--- src/rtl/obi_traffic_gen.sv ---
// OBI master traffic generator: writes, reads back and compares a block of
// pattern words, keeping up to MAX_OUTSTANDING transactions in flight.
module obi_traffic_gen #(
  parameter int                    ADDR_WIDTH      = 32,
  parameter int                    DATA_WIDTH      = 32,
  parameter int                    NUM_WORDS       = 8,
  parameter logic [ADDR_WIDTH-1:0] BASE_ADDR       = 32'h0000_0000,
  parameter logic [31:0]           SEED            = 32'hDEADBEEF,
  parameter int                    MAX_OUTSTANDING = 2
) (
  input  logic                              clk_i,
  input  logic                              rst_i,
  input  logic                              start_i,
  input  logic [1:0]                        mode_i,
  input  logic [1:0]                        pattern_i,
  output logic                              busy_o,
  output logic                              done_o,
  output logic                              pass_o,
  output logic [$clog2(NUM_WORDS+1)-1:0]    err_count_o,
  output logic [ADDR_WIDTH-1:0]             first_err_addr_o,
  output logic                              obi_req_o,
  input  logic                              obi_gnt_i,
  output logic [ADDR_WIDTH-1:0]             obi_addr_o,
  output logic                              obi_we_o,
  output logic [DATA_WIDTH/8-1:0]           obi_be_o,
  output logic [DATA_WIDTH-1:0]             obi_wdata_o,
  input  logic                              obi_rvalid_i,
  input  logic [DATA_WIDTH-1:0]             obi_rdata_i
);

  localparam int CNT_W = $clog2(NUM_WORDS+1);
  localparam int BE_W  = DATA_WIDTH/8;

  typedef enum logic [1:0] {S_IDLE, S_WRITE, S_READ, S_DONE} state_t;

  state_t                  state_q, state_d;
  logic [1:0]              mode_q, mode_d;
  logic [1:0]              pattern_q, pattern_d;
  logic [CNT_W-1:0]        issued_q, issued_d;
  logic [CNT_W-1:0]        resp_q, resp_d;
  logic [CNT_W-1:0]        err_q, err_d;
  logic [ADDR_WIDTH-1:0]   first_q, first_d;
  logic                    pass_q, pass_d;
  logic                    busy_q, busy_d;
  logic                    done_q, done_d;

  logic                    active;
  logic                    req;
  logic                    hs;
  logic                    rsp;
  logic                    phase_done;
  logic                    mismatch;
  logic [CNT_W-1:0]        outstanding;
  logic [ADDR_WIDTH-1:0]   cur_addr;
  logic [ADDR_WIDTH-1:0]   exp_addr;
  logic [DATA_WIDTH-1:0]   cur_data;
  logic [DATA_WIDTH-1:0]   exp_data;

  function automatic logic [ADDR_WIDTH-1:0] word_addr(input logic [CNT_W-1:0] idx);
    return BASE_ADDR + ADDR_WIDTH'(idx) * ADDR_WIDTH'(BE_W);
  endfunction

  function automatic logic [DATA_WIDTH-1:0] pat_data(input logic [1:0]            pat,
                                                      input logic [CNT_W-1:0]      idx,
                                                      input logic [ADDR_WIDTH-1:0] addr);
    logic [DATA_WIDTH-1:0] seed_w;
    seed_w = DATA_WIDTH'(SEED);
    case (pat)
      2'd0:    return seed_w;
      2'd1:    return seed_w + DATA_WIDTH'(idx);
      2'd2:    return seed_w ^ DATA_WIDTH'(addr);
      default: return ~seed_w;
    endcase
  endfunction

  function automatic logic [CNT_W-1:0] sat_inc(input logic [CNT_W-1:0] cnt);
    return (cnt == CNT_W'(NUM_WORDS)) ? cnt : cnt + CNT_W'(1);
  endfunction

  // Both counters are registered, so the in-flight count never reacts
  // combinationally to the current cycle's grant or response.
  assign active      = (state_q == S_WRITE) || (state_q == S_READ);
  assign outstanding = issued_q - resp_q;
  assign req         = active && (issued_q < CNT_W'(NUM_WORDS)) &&
                       (int'(outstanding) < MAX_OUTSTANDING);
  assign hs          = req && obi_gnt_i;
  assign rsp         = active && obi_rvalid_i && (outstanding != '0);
  assign phase_done  = active && (issued_q == CNT_W'(NUM_WORDS)) &&
                       (resp_q == CNT_W'(NUM_WORDS));
  assign cur_addr    = word_addr(issued_q);
  assign exp_addr    = word_addr(resp_q);
  assign cur_data    = pat_data(pattern_q, issued_q, cur_addr);
  assign exp_data    = pat_data(pattern_q, resp_q, exp_addr);
  assign mismatch    = rsp && (state_q == S_READ) && (obi_rdata_i != exp_data);

  always_comb begin
    state_d   = state_q;
    mode_d    = mode_q;
    pattern_d = pattern_q;
    issued_d  = issued_q;
    resp_d    = resp_q;
    err_d     = err_q;
    first_d   = first_q;
    pass_d    = pass_q;
    busy_d    = busy_q;
    done_d    = 1'b0;
    case (state_q)
      S_IDLE: begin
        if (start_i) begin
          mode_d    = mode_i;
          pattern_d = pattern_i;
          err_d     = '0;
          first_d   = '0;
          pass_d    = 1'b0;
          busy_d    = 1'b1;
          issued_d  = '0;
          resp_d    = '0;
          state_d   = (mode_i == 2'd1) ? S_READ : S_WRITE;
        end
      end
      S_WRITE, S_READ: begin
        if (hs) issued_d = issued_q + CNT_W'(1);
        if (rsp) resp_d = resp_q + CNT_W'(1);
        if (mismatch) begin
          err_d = sat_inc(err_q);
          if (err_q == '0) first_d = exp_addr;
        end
        // Phase boundary: one idle bus cycle while the counters clear.
        if (phase_done) begin
          issued_d = '0;
          resp_d   = '0;
          if ((state_q == S_WRITE) && (mode_q != 2'd0)) begin
            state_d = S_READ;
          end else begin
            state_d = S_DONE;
            done_d  = 1'b1;
            pass_d  = (err_q == '0);
          end
        end
      end
      default: begin
        busy_d  = 1'b0;
        state_d = S_IDLE;
      end
    endcase
  end

  always_ff @(posedge clk_i) begin
    if (rst_i) begin
      state_q   <= S_IDLE;
      mode_q    <= 2'd0;
      pattern_q <= 2'd0;
      issued_q  <= '0;
      resp_q    <= '0;
      err_q     <= '0;
      first_q   <= '0;
      pass_q    <= 1'b0;
      busy_q    <= 1'b0;
      done_q    <= 1'b0;
    end else begin
      state_q   <= state_d;
      mode_q    <= mode_d;
      pattern_q <= pattern_d;
      issued_q  <= issued_d;
      resp_q    <= resp_d;
      err_q     <= err_d;
      first_q   <= first_d;
      pass_q    <= pass_d;
      busy_q    <= busy_d;
      done_q    <= done_d;
    end
  end

  // Bus outputs decode registered state only, so they hold until the handshake.
  assign obi_req_o        = req;
  assign obi_we_o         = req && (state_q == S_WRITE);
  assign obi_addr_o       = req ? cur_addr : '0;
  assign obi_wdata_o      = (req && (state_q == S_WRITE)) ? cur_data : '0;
  assign obi_be_o         = '1;
  assign busy_o           = busy_q;
  assign done_o           = done_q;
  assign pass_o           = pass_q;
  assign err_count_o      = err_q;
  assign first_err_addr_o = first_q;

endmodule

--- config.mk ---
export PLATFORM = sky130hd
export DESIGN_NAME = obi_traffic_gen
export DESIGN_NICKNAME = d
export VERILOG_FILES = /design/src/rtl/obi_traffic_gen.sv
export SDC_FILE = /design/constraint.sdc
export NUM_CORES = 1
export LEC_CHECK = 0
export BUFFER_PORTS_ARGS = -buffer_cell sky130_fd_sc_hd__buf_2
export CAP_MARGIN = 10
export CORE_MARGIN = 2
export CORE_UTILIZATION = 35
export DETAILED_ROUTE_END_ITERATION = 8
export PLACE_DENSITY = 0.69
export SYNTH_ARGS = -nofsm -noshare
export SYNTH_HDL_FRONTEND = slang
export SYNTH_SLANG_ARGS = --single-unit
--- constraint.sdc ---
create_clock -name clk_i -period 3.7 [get_ports clk_i]
set_clock_uncertainty 0.15 [all_clocks]
set_input_delay 0.37 -clock clk_i [delete_from_list [all_inputs] [get_ports clk_i]]
set_output_delay 0.37 -clock clk_i [all_outputs]
set_load 0.02 [all_outputs]
Word-level counts from Yosys, hierarchy flattened
Cells that the tools add are included.
- add/sub/neg operators: 6
- $lt $le $gt $ge: 2
- equal/unequal tests: 17
- mux-type cells: 30
- bitwise logic cells: 4
- reductions and logical operators: 28
- operators with widths (operator ; number):
    32-bit case mux with 3 select lines ; 2
    32-bit 2-to-1 mux ; 4
    31-bit by 5-bit adder with 32-bit output, first input constant ; 2
    32-bit case mux with 2 select lines ; 1
    5-bit inverter with 24-bit output ; 2
    32-bit != test ; 1
    4-bit 2-to-1 mux ; 7
    4-bit case mux with 2 select lines ; 3
    4-bit by 1-bit adder with 4-bit output, second input constant ; 3
    4-bit == test, second input constant ; 3
    2-bit != test, second input constant ; 6
    4-bit AND reduction ; 3
    1-bit logical AND ; 11
    2-bit by 1-bit == test with 1-bit output, second input constant ; 3
    1-bit 2-to-1 mux ; 6
    2-bit 2-to-1 mux ; 3
    6-bit 2-to-1 mux ; 1
    3-bit != test, second input constant ; 2
    2-bit AND reduction ; 3
    3-bit AND reduction ; 2
    2-bit == test, second input constant ; 2
    2-bit zero test ; 2
    4-bit zero test ; 1
    4-bit by 2-bit less-than comparator with 1-bit output, second input constant ; 1
    10 further kinds ; 13
- bits in registers: 53
- input port bits: 41
- output and inout port bits: 109
- logic and storage cells: 97

Longest topological paths before layout
Gate-level depths: netlist (run 1).
- word-level depth: 8
- mapped depth: 11
- gate-level depth less buffers: 11

Worst setup path after synthesis (run 1)
No wires, ideal clock.
- kind: register to output
- start point: reg issued_q[0]
- end point: out obi_wdata_o[10]
- arrival time: 3.651 ns
- required time: 3.180 ns
- slack: -0.471 ns
- cell stages (with the launch flop): 10
- buffers on the path: 1
- cells stage by stage: dfxtp_1 > inv_1 > ha_1 > inv_1 > fa_1 > or4_1 > a21oi_1 > nand2_1 > nor2_1 > buf_4
- cells in the longest elaborated chain, start to end: 5
- elaborated cells on any way between the ends: 9
- classes of those cells: 2 x add/sub; 2 x order compare; 2 x mux; 3 x reduce/logical
- ends and longest elaborated chain (item ; RTL line ; RTL):
    start, declared ; 39 ; logic [CNT_W-1:0] issued_q, issued_d;
    start signal, assigned ; 164 ; issued_q <= issued_d;
    4-bit subtractor / 4-bit less-than comparator (equally long branches) ; 83, 84 ;
    4-bit by 2-bit less-than comparator with 1-bit output / 1-bit logical AND (equally long branches) ; 85, 84 ;
    1-bit logical AND (*) ; 84 ; assign req = active && (issued_q < CNT_W'(NUM_WORDS)) &&
    net obi_req_o ; 21 ; output logic obi_req_o,
    1-bit logical AND (*) ; 178 ; assign obi_wdata_o = (req && (state_q == S_WRITE)) ? cur_data : '0;
    32-bit 2-to-1 mux (*) ; 178 ;
    end, declared ; 26 ; output logic [DATA_WIDTH-1:0] obi_wdata_o,
The timed path passes the listed nets; every way through them passes the cells marked *.

Worst setup path in the final report (run 1)
- start point: reg issued_q[0]
- end point: out obi_wdata_o[4]
- cells in the longest elaborated chain, start to end: 5
- elaborated cells on any way between the ends: 9
- classes of those cells: 2 x add/sub; 2 x order compare; 2 x mux; 3 x reduce/logical
- ends and longest elaborated chain (item ; RTL line):
    parallel branches: the longest is 4 deep, another holds 31-bit by 5-bit adder with 32-bit output ; -
    32-bit 2-to-1 mux (*) ; 178
Mark *: on every way between the ends.

==> run metrics, run 1 <==
GRT overflow 0; CP most frequent cell inv_1; layout cell share with drive strength beyond 1 27.43%; clock root buffer clkbuf_8; row count 31; Layout Nets 458; I/O pin cnt 150; RR Endpoint err_count_o[2]$_SDFFE_PP0P_; final period utilization 94.01%; Max-Slew Margin vs Limit 65.20%; worst skew pair latency 0.27 ns; CP top delay family simple AND/OR/NAND/NOR gates; Crit Path Class reg2out; GR Util met3 2.682%; global placer's final weighted congestion 0.8307; ANT nets after route 0; HP Class in2reg; H-tree levels 1; GRT Util Overall 13.69%; gr busiest metal met2; hold-fix buffers at CTS 0; drt first pass iters 4; Die Area 8104 um^2; drt drc 0; R2R cell count 9; crit path time final 3.479 ns; Post-Place Setup Slack 0.4313 ns; CP Capture Type output port; register bit total from synthesis 25; met1 Track Usage GR 18.20%; final-report max-slew violation count 0; Setup crit start issued_q[0]$_SDFFE_PP0P_; Pwr Density 425.4 nW/um^2; CP Max Fanout 10; Cells after Synth 339; Fill cells 781; number of synthesized flops with an enable pin 0; Hold Vio Cnt, Final 0; CTS buffer count 3; largest net degree at the start of global routing 20; WHS 0.2113 ns; Critical R2R Launch resp_q[1]$_SDFFE_PP0P_; end point of the critical path obi_wdata_o[4]; Worst path depth 9; Placeable Area 7214 um^2; register area share after synthesis 19.32%; worst-path cell chain inv_1 > ha_1 > inv_1 > fa_1 > or4_1 > a21oi_1 > nand2_2 > nor3_1 > buf_2; most frequent cells in the layout buf_2 (88), conb_1 (61), nor2_1 (25); Reg clk slew, reported paths 0.09 ns; Slew @ Worst Pin 0.5166 ns; deepest clock path buffer count 2; Synth warnings 0; startpoint types register; RSZ-0062 raised after global routing false; syn avg cell area 7.640 um^2; CTS tree yes; diodes inserted 0; routed vias 2316; drt wl/cell 12.05 um; GR met2 Demand/Resource 22.93%; initial core utilization 35.90%; # clock sinks 25; Die Y-Extent 90.02 um; DP Wirelength 4.876 mm; Peak VDD IR 0.0001991 V; Total Wirelength 6.027 mm; DR iter-0 viols 94; Worst Path Required 3.18 ns; Leakage 1.409 nW; post-DR vias/cell 4.632; Port Buffer Count 88; final setup margin 0.2215 ns; reg-to-reg slack, setup 0.53 ns; max-cap violation count 0; Top FF cell, synth dfxtp_1; Die X 90.02 um; initial antenna violation count 0; vias in the first global route 2007; status completed; Mapped Area 2590 um^2; asr flop ratio synth 0%; Layout area overhead 7.874%; Worst Path Buf+Inv 3; setup TNS 0 ns; commonest non-fill, non-tap cell in the layout buf_2; first-pass GRT wire length 9.370 mm; Fmax 287.5 MHz; max incr delay on CP 0.47 ns; Netlist cell types 54; # setup viols final 0; Slowest cell on crit path or4_1; Worst Path Arrival 2.96 ns
-- cell type report --
cell class,count,area (um^2),share of cell area [%]
timing repair buffer,93,478.0,17.11
clock buffer,4,45.04,1.612
tap,99,123.9,4.434
sequential,25,501.7,17.96
multi-input combinational,260,1574,56.34
inverter,19,71.32,2.553
-- flip-flops by register name, summed over array words and instances, names as in the netlist --
register,flops
done_o,1
issued_q,4
mode_q,2
pass_o,1
resp_q,4
busy_o,1
err_count_o,4
pattern_q,2
state_q,2
first_err_addr_o,4
-- through the flow --
step | instance area (um^2) | instances | util (%) | total power, mW
global route | 2794 | 500 | 38.73 | 1.270
finish | 2794 | 500 | 38.73 | 1.188
CTS | 2784 | 499 | 38.59 | 1.185
detailed placement | 2739 | 495 | 37.96 | 1.019
global placement | 2739 | 495 | 37.96 | 1.006
floorplan | 2821 | 398 | - | 0.9081
-- per-layer routing --
layer  vias to the layer above  share of wire (%)
li1                       1145                  -
met1                      1062                 47
met2                       105                 46
met3                         4                7.1
met4                         0               0.35
met5                         -                  0
-- Yosys cell counts, drive strengths merged, types with 3 or more instances --
master / number / share of area, %
buf: 87 / 25
nor2: 27 / 3.9
dfxtp: 25 / 19
a21oi: 20 / 3.9
inv: 19 / 2.8
nand2: 17 / 2.5
nand3: 15 / 2.9
ha: 14 / 6.8
o21ai: 12 / 2.3
clkbuf: 8 / 1.2
a21o: 6 / 1.7
xnor2: 6 / 2.0
xor2: 6 / 2.0
nand4: 5 / 1.2
nor3: 5 / 0.97
a32o: 4 / 1.5
and2: 4 / 0.97
a31oi: 3 / 0.97
and4b: 3 / 1.2
nand2b: 3 / 0.72
nor2b: 3 / 0.72
nor4b: 3 / 1.0
or2: 3 / 0.72
or3: 3 / 0.72
-- worst min-delay path by stage --
stage,start,cells after the start,to
floorplan,mode_q[1]$_SDFFE_PP0P_,2,mode_q[1]$_SDFFE_PP0P_
global route,mode_i[0],3,mode_q[0]$_SDFFE_PP0P_
detailed placement,mode_q[1]$_SDFFE_PP0P_,2,mode_q[1]$_SDFFE_PP0P_
CTS,mode_i[0],3,mode_q[0]$_SDFFE_PP0P_
global placement,mode_q[1]$_SDFFE_PP0P_,2,mode_q[1]$_SDFFE_PP0P_
finish,mode_i[0],3,mode_q[0]$_SDFFE_PP0P_
-- tightest hold or removal path, delay by kind of cell --
kind            cells  cell delay, ns
compound gates      1            0.06
buf+inv             1            0.11
simple gates        1            0.06
-- power breakdown --
part	total (mW)	switching [mW]	internal, mW
registers	0.317	0.0234	0.293
clock network	0.165	0.0880	0.0771
logic	0.707	0.485	0.222
-- logic make-up after synthesis --
| kind of cell | count (synthesis) | share of synthesized area (%) |
|---|---|---|
| buffers and inverters | 114 | 29.18 |
| AND/OR/NAND/NOR | 106 | 22.61 |
| AO/OA/AOI/OAI | 62 | 15.75 |
| flip-flops | 25 | 19.32 |
| adder cells (fa/ha/maj) | 15 | 7.536 |
| XOR/XNOR | 12 | 4.058 |
| multiplexers | 3 | 1.256 |
| other | 2 | 0.2900 |
-- timing repair --
item / 4_1_cts / 5_1_grt
resized for setup: 0 / 2
setup buffers: 0 / 0
endpoints found under the setup margin: 0 / 27
No activity file was read; power rests on OpenSTA's default activity.
==> run 2, diff against run 1 <==
--- a/config.mk
+++ b/config.mk
@@ -7,10 +7,12 @@
 export LEC_CHECK = 0
 export BUFFER_PORTS_ARGS = -buffer_cell sky130_fd_sc_hd__buf_2
 export CAP_MARGIN = 10
+export CELL_PAD_IN_SITES_DETAIL_PLACEMENT = 0
+export CELL_PAD_IN_SITES_GLOBAL_PLACEMENT = 1
 export CORE_MARGIN = 2
-export CORE_UTILIZATION = 35
+export CORE_UTILIZATION = 27
 export DETAILED_ROUTE_END_ITERATION = 8
-export PLACE_DENSITY = 0.69
+export PLACE_DENSITY_LB_ADDON = 0.1
 export SYNTH_ARGS = -nofsm -noshare
 export SYNTH_HDL_FRONTEND = slang
 export SYNTH_SLANG_ARGS = --single-unit
==> run metrics, run 2 (synthesis gave the netlist of run 1 again) <==
DR iter-0 viols 67 (-29%); drt wl/cell 12.21 um (+1.3%); I/O pin cnt 150 (unchanged); Logic pwr share 59.0% (-0.5 points); most frequent cells in the layout buf_2 (88), conb_1 (61), nor2_1 (25); GRT overflow 0 (unchanged); global placer's final weighted congestion 0.7574 (-8.8%); CTS tree yes; routed vias 2254 (-2.7%); H-tree levels 1 (unchanged); Post-Place Setup Slack 0.3390 ns (-0.09234 ns); post-DR vias/cell 4.253 (-8.2%); commonest non-fill, non-tap cell in the layout buf_2; max-cap violation count 0 (unchanged); Clk pwr share 14.3% (+0.4 points); Max-Slew Margin vs Limit 62.25% (-2.9 points); Slew @ Worst Pin 0.5603 ns (+0.04378 ns); drt drc 0 (unchanged); drt first pass iters 4 (unchanged); Worst Path Required 3.18 ns (about the same); worst skew pair latency 0.28 ns (about the same); Pwr Density 421.9 nW/um^2 (-0.81%); Layout area overhead 10.00%; CP most frequent cell inv_1; Psw 606.2 uW (+1.7%); Leakage 1.418 nW (+0.68%); Crit Path Class reg2out; startpoint types register; Port Buffer Count 88 (unchanged); setup TNS 0 ns (unchanged); Fill cells 1061 (+36%); max incr delay on CP 0.50 ns (+0.03 ns); DP Wirelength 5.188 mm (+6.4%); ANT nets after route 0 (unchanged); first-pass GRT wire length 9.756 mm (+4.1%); CTS buffer count 3 (unchanged); largest net degree at the start of global routing 20 (unchanged); final period utilization 92.26% (-1.8 points); Peak VDD IR 0.0001521 V (-24%); RSZ-0062 raised after global routing false; Setup Buffers After CTS 0 (unchanged); hold-fix buffers at CTS 0 (unchanged); CP Capture Type output port; Layout Nets 458 (unchanged); deepest clock path buffer count 2 (unchanged); row count 35 (+13%); Multi-input gate area 1588 um^2 (+0.87%); # setup viols final 0 (unchanged); Hold Vio Cnt, Final 0 (unchanged); status completed; initial antenna violation count 0 (unchanged); Die Y-Extent 101.9 um (+13%); internal power 595.9 uW (+0.57%); Fmax 293.0 MHz (+1.9%); HP Class in2reg; Sequential Area 501.7 um^2 (unchanged); Worst Path Arrival 2.89 ns (-0.07 ns); Placeable Area 9284 um^2 (+29%); Sw Ratio 50.43% (+0.28 points); vias in the first global route 1963 (-2.2%); initial core utilization 27.90% (-8.0 points); Die Area 10390 um^2 (+28%); worst-path cell chain inv_1 > ha_1 > inv_1 > fa_1 > or4_1 > a21oi_2 > nand2_4 > a211oi_1 > buf_2; GRT Util Overall 11.60% (-2.1 points); clock root buffer clkbuf_8; Slowest cell on crit path or4_1; final-report max-slew violation count 0 (unchanged); # clock sinks 25 (unchanged); Sequential Power Share 26.7% (about the same); Die X 101.9 um (+13%); crit path time final 3.414 ns (-0.06495 ns); cts repair resizes 0 (unchanged); Total Wirelength 6.469 mm (+7.3%); CP Max Fanout 10 (unchanged); layout cell share with drive strength beyond 1 27.93% (+0.50 points); final setup margin 0.2864 ns (+0.06495 ns); Reg clk slew, reported paths 0.09 ns (about the same); diodes inserted 0 (unchanged)
-- run 2: final cells by class --
cell class / count / area share [%]
Clock buffer: 3 / 1.449
Clock inverter: 1 / 0.2635
Inverter: 19 / 2.503
Multi-Input combinational cell: 260 / 55.73
Sequential cell: 25 / 17.61
Tap cell: 129 / 5.665
Timing Repair Buffer: 93 / 16.78
-- run 2: metrics by stage --
step | total power [mW] | util, % | std cells | area (um^2) | hold slack, ns
2_1_floorplan | 0.9081 | - | 398 | 2821 | 0.2828
3_3_place_gp | 1.029 | 29.91 | 525 | 2776 | 0.2935
3_5_place_dp | 1.024 | 29.91 | 525 | 2776 | 0.2985
4_1_cts | 1.205 | 30.43 | 529 | 2825 | 0.2086
5_1_grt | 1.312 | 30.69 | 530 | 2849 | 0.2235
6_report | 1.202 | 30.69 | 530 | 2849 | 0.2128
-- run 2: path summary, 6_finish.rpt --
check                           start                          end  slack [ns]  depth (start not counted)
min                      pattern_i[0]    pattern_q[0]$_SDFFE_PP0P_        0.21                          3
max          issued_q[0]$_SDFFE_PP0P_               obi_wdata_o[0]        0.29                          9
min reg2reg    mode_q[1]$_SDFFE_PP0P_       mode_q[1]$_SDFFE_PP0P_        0.31                          2
max reg2reg    resp_q[1]$_SDFFE_PP0P_  err_count_o[3]$_SDFFE_PP0P_        0.53                          9
-- run 2: layer usage --
| metal | track usage [%] | vias up | share of wire [%] |
|---|---|---|---|
| met3 | 1.505 | 4 | 6.2 |
| met5 | 0 | - | 0 |
| met1 | 16.28 | 1002 | 50 |
| met2 | 18.93 | 96 | 43 |
| li1 | - | 1152 | - |
| met4 | 2.769 | 0 | 0.59 |
-- run 2: critical path, delay by kind of cell (launching register included) --
kind                     cells  cell delay (ns)
AO/OA/AOI/OAI                2             0.43
buffers and inverters        3             0.44
AND/OR/NAND/NOR              2             0.64
adder cells (fa/ha/maj)      2             0.66
flip-flops                   1             0.46
-- run 2: power groups by stage --
stage	clock network (mW)	registers [mW]	logic, mW
after floorplan	0	0.325	0.583
after global placement	0	0.326	0.703
after detailed placement	0	0.327	0.698
after CTS	0.184	0.321	0.701
after global routing	0.194	0.325	0.793
final	0.172	0.321	0.709
==> run 3, diff against run 2 <==
--- a/config.mk
+++ b/config.mk
@@ -10,7 +10,8 @@
 export CELL_PAD_IN_SITES_DETAIL_PLACEMENT = 0
 export CELL_PAD_IN_SITES_GLOBAL_PLACEMENT = 1
 export CORE_MARGIN = 2
-export CORE_UTILIZATION = 27
+export CORE_UTILIZATION = 28
+export CTS_BUF_LIST = sky130_fd_sc_hd__clkbuf_4 sky130_fd_sc_hd__clkbuf_8
 export DETAILED_ROUTE_END_ITERATION = 8
 export PLACE_DENSITY_LB_ADDON = 0.1
 export SYNTH_ARGS = -nofsm -noshare
==> run metrics, run 3 (synthesis gave the netlist of run 1 again) <==
clock root buffer clkbuf_8; diodes inserted 0 (unchanged); Sequential Power Share 26.5% (-0.2 points); H-tree levels 1 (unchanged); CP Capture Type output port; global placer's final weighted congestion 0.8100 (+6.9%); reg-to-reg slack, setup 0.57 ns (+0.04 ns); Hold Path Sink mode_q[0]$_SDFFE_PP0P_; Max-Slew Margin vs Limit 60.00% (-2.2 points); Placeable Area 9109 um^2 (-1.9%); CTS tree yes; drt wl/cell 12.65 um (+3.6%); HP Class in2reg; Worst Path Required 3.18 ns (about the same); drt drc 0 (unchanged); Clk pwr share 14.8% (+0.5 points); WHS Path Cells 3 (unchanged); worst-path cell chain ha_1 > inv_1 > fa_1 > xor2_1 > or4_1 > a21oi_1 > nand2_2 > buf_4 > nor2_1 > buf_2; internal power 606.1 uW (+1.7%); layout cell share with drive strength beyond 1 28.22% (+0.29 points); first-pass GRT wire length 9.873 mm (+1.2%); setup TNS 0 ns (unchanged); # setup viols final 0 (unchanged); final-report max-slew violation count 0 (unchanged); Leakage 1.426 nW (+0.54%); final cell count without fillers 515 (-2.8%); # clock sinks 25 (unchanged); Inst Count DP 508 (-3.2%); Port Buffer Count 88 (unchanged); routed vias 2266 (+0.53%); Critical R2R Launch resp_q[0]$_SDFFE_PP0P_; Peak VDD IR 0.0002427 V (+60%); largest net degree at the start of global routing 20 (unchanged); Fill cells 1015 (-4.3%); GRT Util Overall 12.27% (+0.67 points); Pwr Density 425.7 nW/um^2 (+0.89%); deepest clock path buffer count 2 (unchanged); initial core utilization 28.43% (+0.54 points); fin area 2835 um^2 (-0.48%); R2R cell count 10 (+1); Logic pwr share 58.7% (-0.3 points); row count 35 (unchanged); Fmax 288.8 MHz (-1.4%); startpoint types register; Die X 100.2 um (-1.7%); hold-fix buffers at CTS 0 (unchanged); commonest non-fill, non-tap cell in the layout buf_2; Die Y-Extent 100.2 um (-1.7%); status completed; final period utilization 93.59% (+1.3 points); Worst Path Arrival 2.94 ns (+0.05 ns); Hold Vio Cnt, Final 0 (unchanged); Layout area overhead 9.469%; initial antenna violation count 0 (unchanged); Die Area 10040 um^2 (-3.4%); RSZ-0062 raised after global routing false; Reg clk slew, reported paths 0.09 ns (about the same); Slowest cell on crit path dfxtp_1; DP Wirelength 5.274 mm (+1.7%); Layout Nets 461 (+0.66%); ANT nets after route 0 (unchanged); worst skew pair latency 0.27 ns (about the same); Sw Ratio 49.78% (-0.65 points); DR iter-0 viols 81 (+21%); drt first pass iters 4 (unchanged); vias in the first global route 1957 (-0.31%); CTS buffer count 3 (unchanged); max incr delay on CP 0.57 ns (+0.07 ns); GRT overflow 0 (unchanged); Setup crit start resp_q[0]$_SDFFE_PP0P_; Total Wirelength 6.515 mm (+0.71%); Slew @ Worst Pin 0.5937 ns (+0.03338 ns); I/O pin cnt 150 (unchanged); most frequent cells in the layout buf_2 (88), conb_1 (61), nor2_1 (25); Psw 600.9 uW (-0.89%); max-cap violation count 0 (unchanged); Crit Path Class reg2out; RR Endpoint err_count_o[2]$_SDFFE_PP0P_; crit path time final 3.463 ns (+0.04914 ns); hold_sp mode_i[0]; post-DR vias/cell 4.400 (+3.5%); DP Area 2761 um^2 (-0.54%); CP Max Fanout 11 (+1)
==> run 3: cell count changes in the layout (fill, tap and decap cells not counted), sizes merged <==
| cell | previous run | this run |
|---|---|---|
| clkinvlp | 1 | 0 |
| buf | 93 | 96 |
| clkbuf | 3 | 4 |
==> run 3: per-layer routing <==
metal | part of all wire [%] | wire length [um] | vias up | GRT usage, %
li1 | - | - | 1155 | -
met1 | 50 | 3249 | 1013 | 17.35
met4 | 0.84 | 55 | 0 | 2.845
met3 | 6.5 | 422 | 5 | 1.741
met2 | 43 | 2787 | 93 | 19.77
met5 | 0 | 0 | - | 0
==> run 3: worst max path at each step <==
stage | to | cells past startpoint
after floorplan | obi_wdata_o[10] | 9
after global placement | obi_wdata_o[6] | 9
after detailed placement | obi_wdata_o[6] | 9
after CTS | obi_wdata_o[6] | 9
after global routing | obi_wdata_o[1] | 9
final | obi_wdata_o[2] | 10
==> run 3: layout make-up <==
type	count	area, um^2	share of cell area, %
clock buffers	4	48.80	1.721
inverters	19	71.32	2.515
multi-input cells	260	1574	55.52
flip-flops and latches	25	501.7	17.70
well taps	111	138.9	4.898
repair buffers	96	500.5	17.65
==> run 3: power groups by stage <==
| stage | combinational [mW] | sequential (mW) | clock [mW] |
|---|---|---|---|
| floorplan | 0.583 | 0.325 | 0 |
| global placement | 0.703 | 0.327 | 0 |
| detailed placement | 0.698 | 0.327 | 0 |
| CTS | 0.701 | 0.321 | 0.190 |
| global route | 0.784 | 0.326 | 0.195 |
| finish | 0.708 | 0.320 | 0.179 |
==> run 3: stage by stage <==
step / hold WS (ns) / worst slack (ns) / power, mW / utilization [%]
finish: 0.1989 / 0.2373 / 1.207 / 31.13
global route: 0.2113 / 0.0006317 / 1.306 / 31.13
CTS: 0.1981 / 0.03767 / 1.212 / 30.85
detailed placement: 0.2992 / 0.3620 / 1.025 / 30.32
global placement: 0.2930 / 0.4598 / 1.030 / 30.32
floorplan: 0.2828 / 0.02927 / 0.9081 / -
==> run 3: worst max-delay path, delay by kind of cell (launching register included) <==
| kind | cells | cell delay, ns |
|---|---|---|
| fa+ha+maj | 2 | 0.61 |
| flops | 1 | 0.57 |
| buf+inv | 3 | 0.41 |
| xor+xnor | 1 | 0.17 |
| compound gates | 1 | 0.21 |
| simple gates | 3 | 0.70 |
==> run 3: timing repair <==
item                                    4_1_cts  5_1_grt
buffers inserted                              0        2
endpoints found under the setup margin        0       32
resized for setup                             0        2
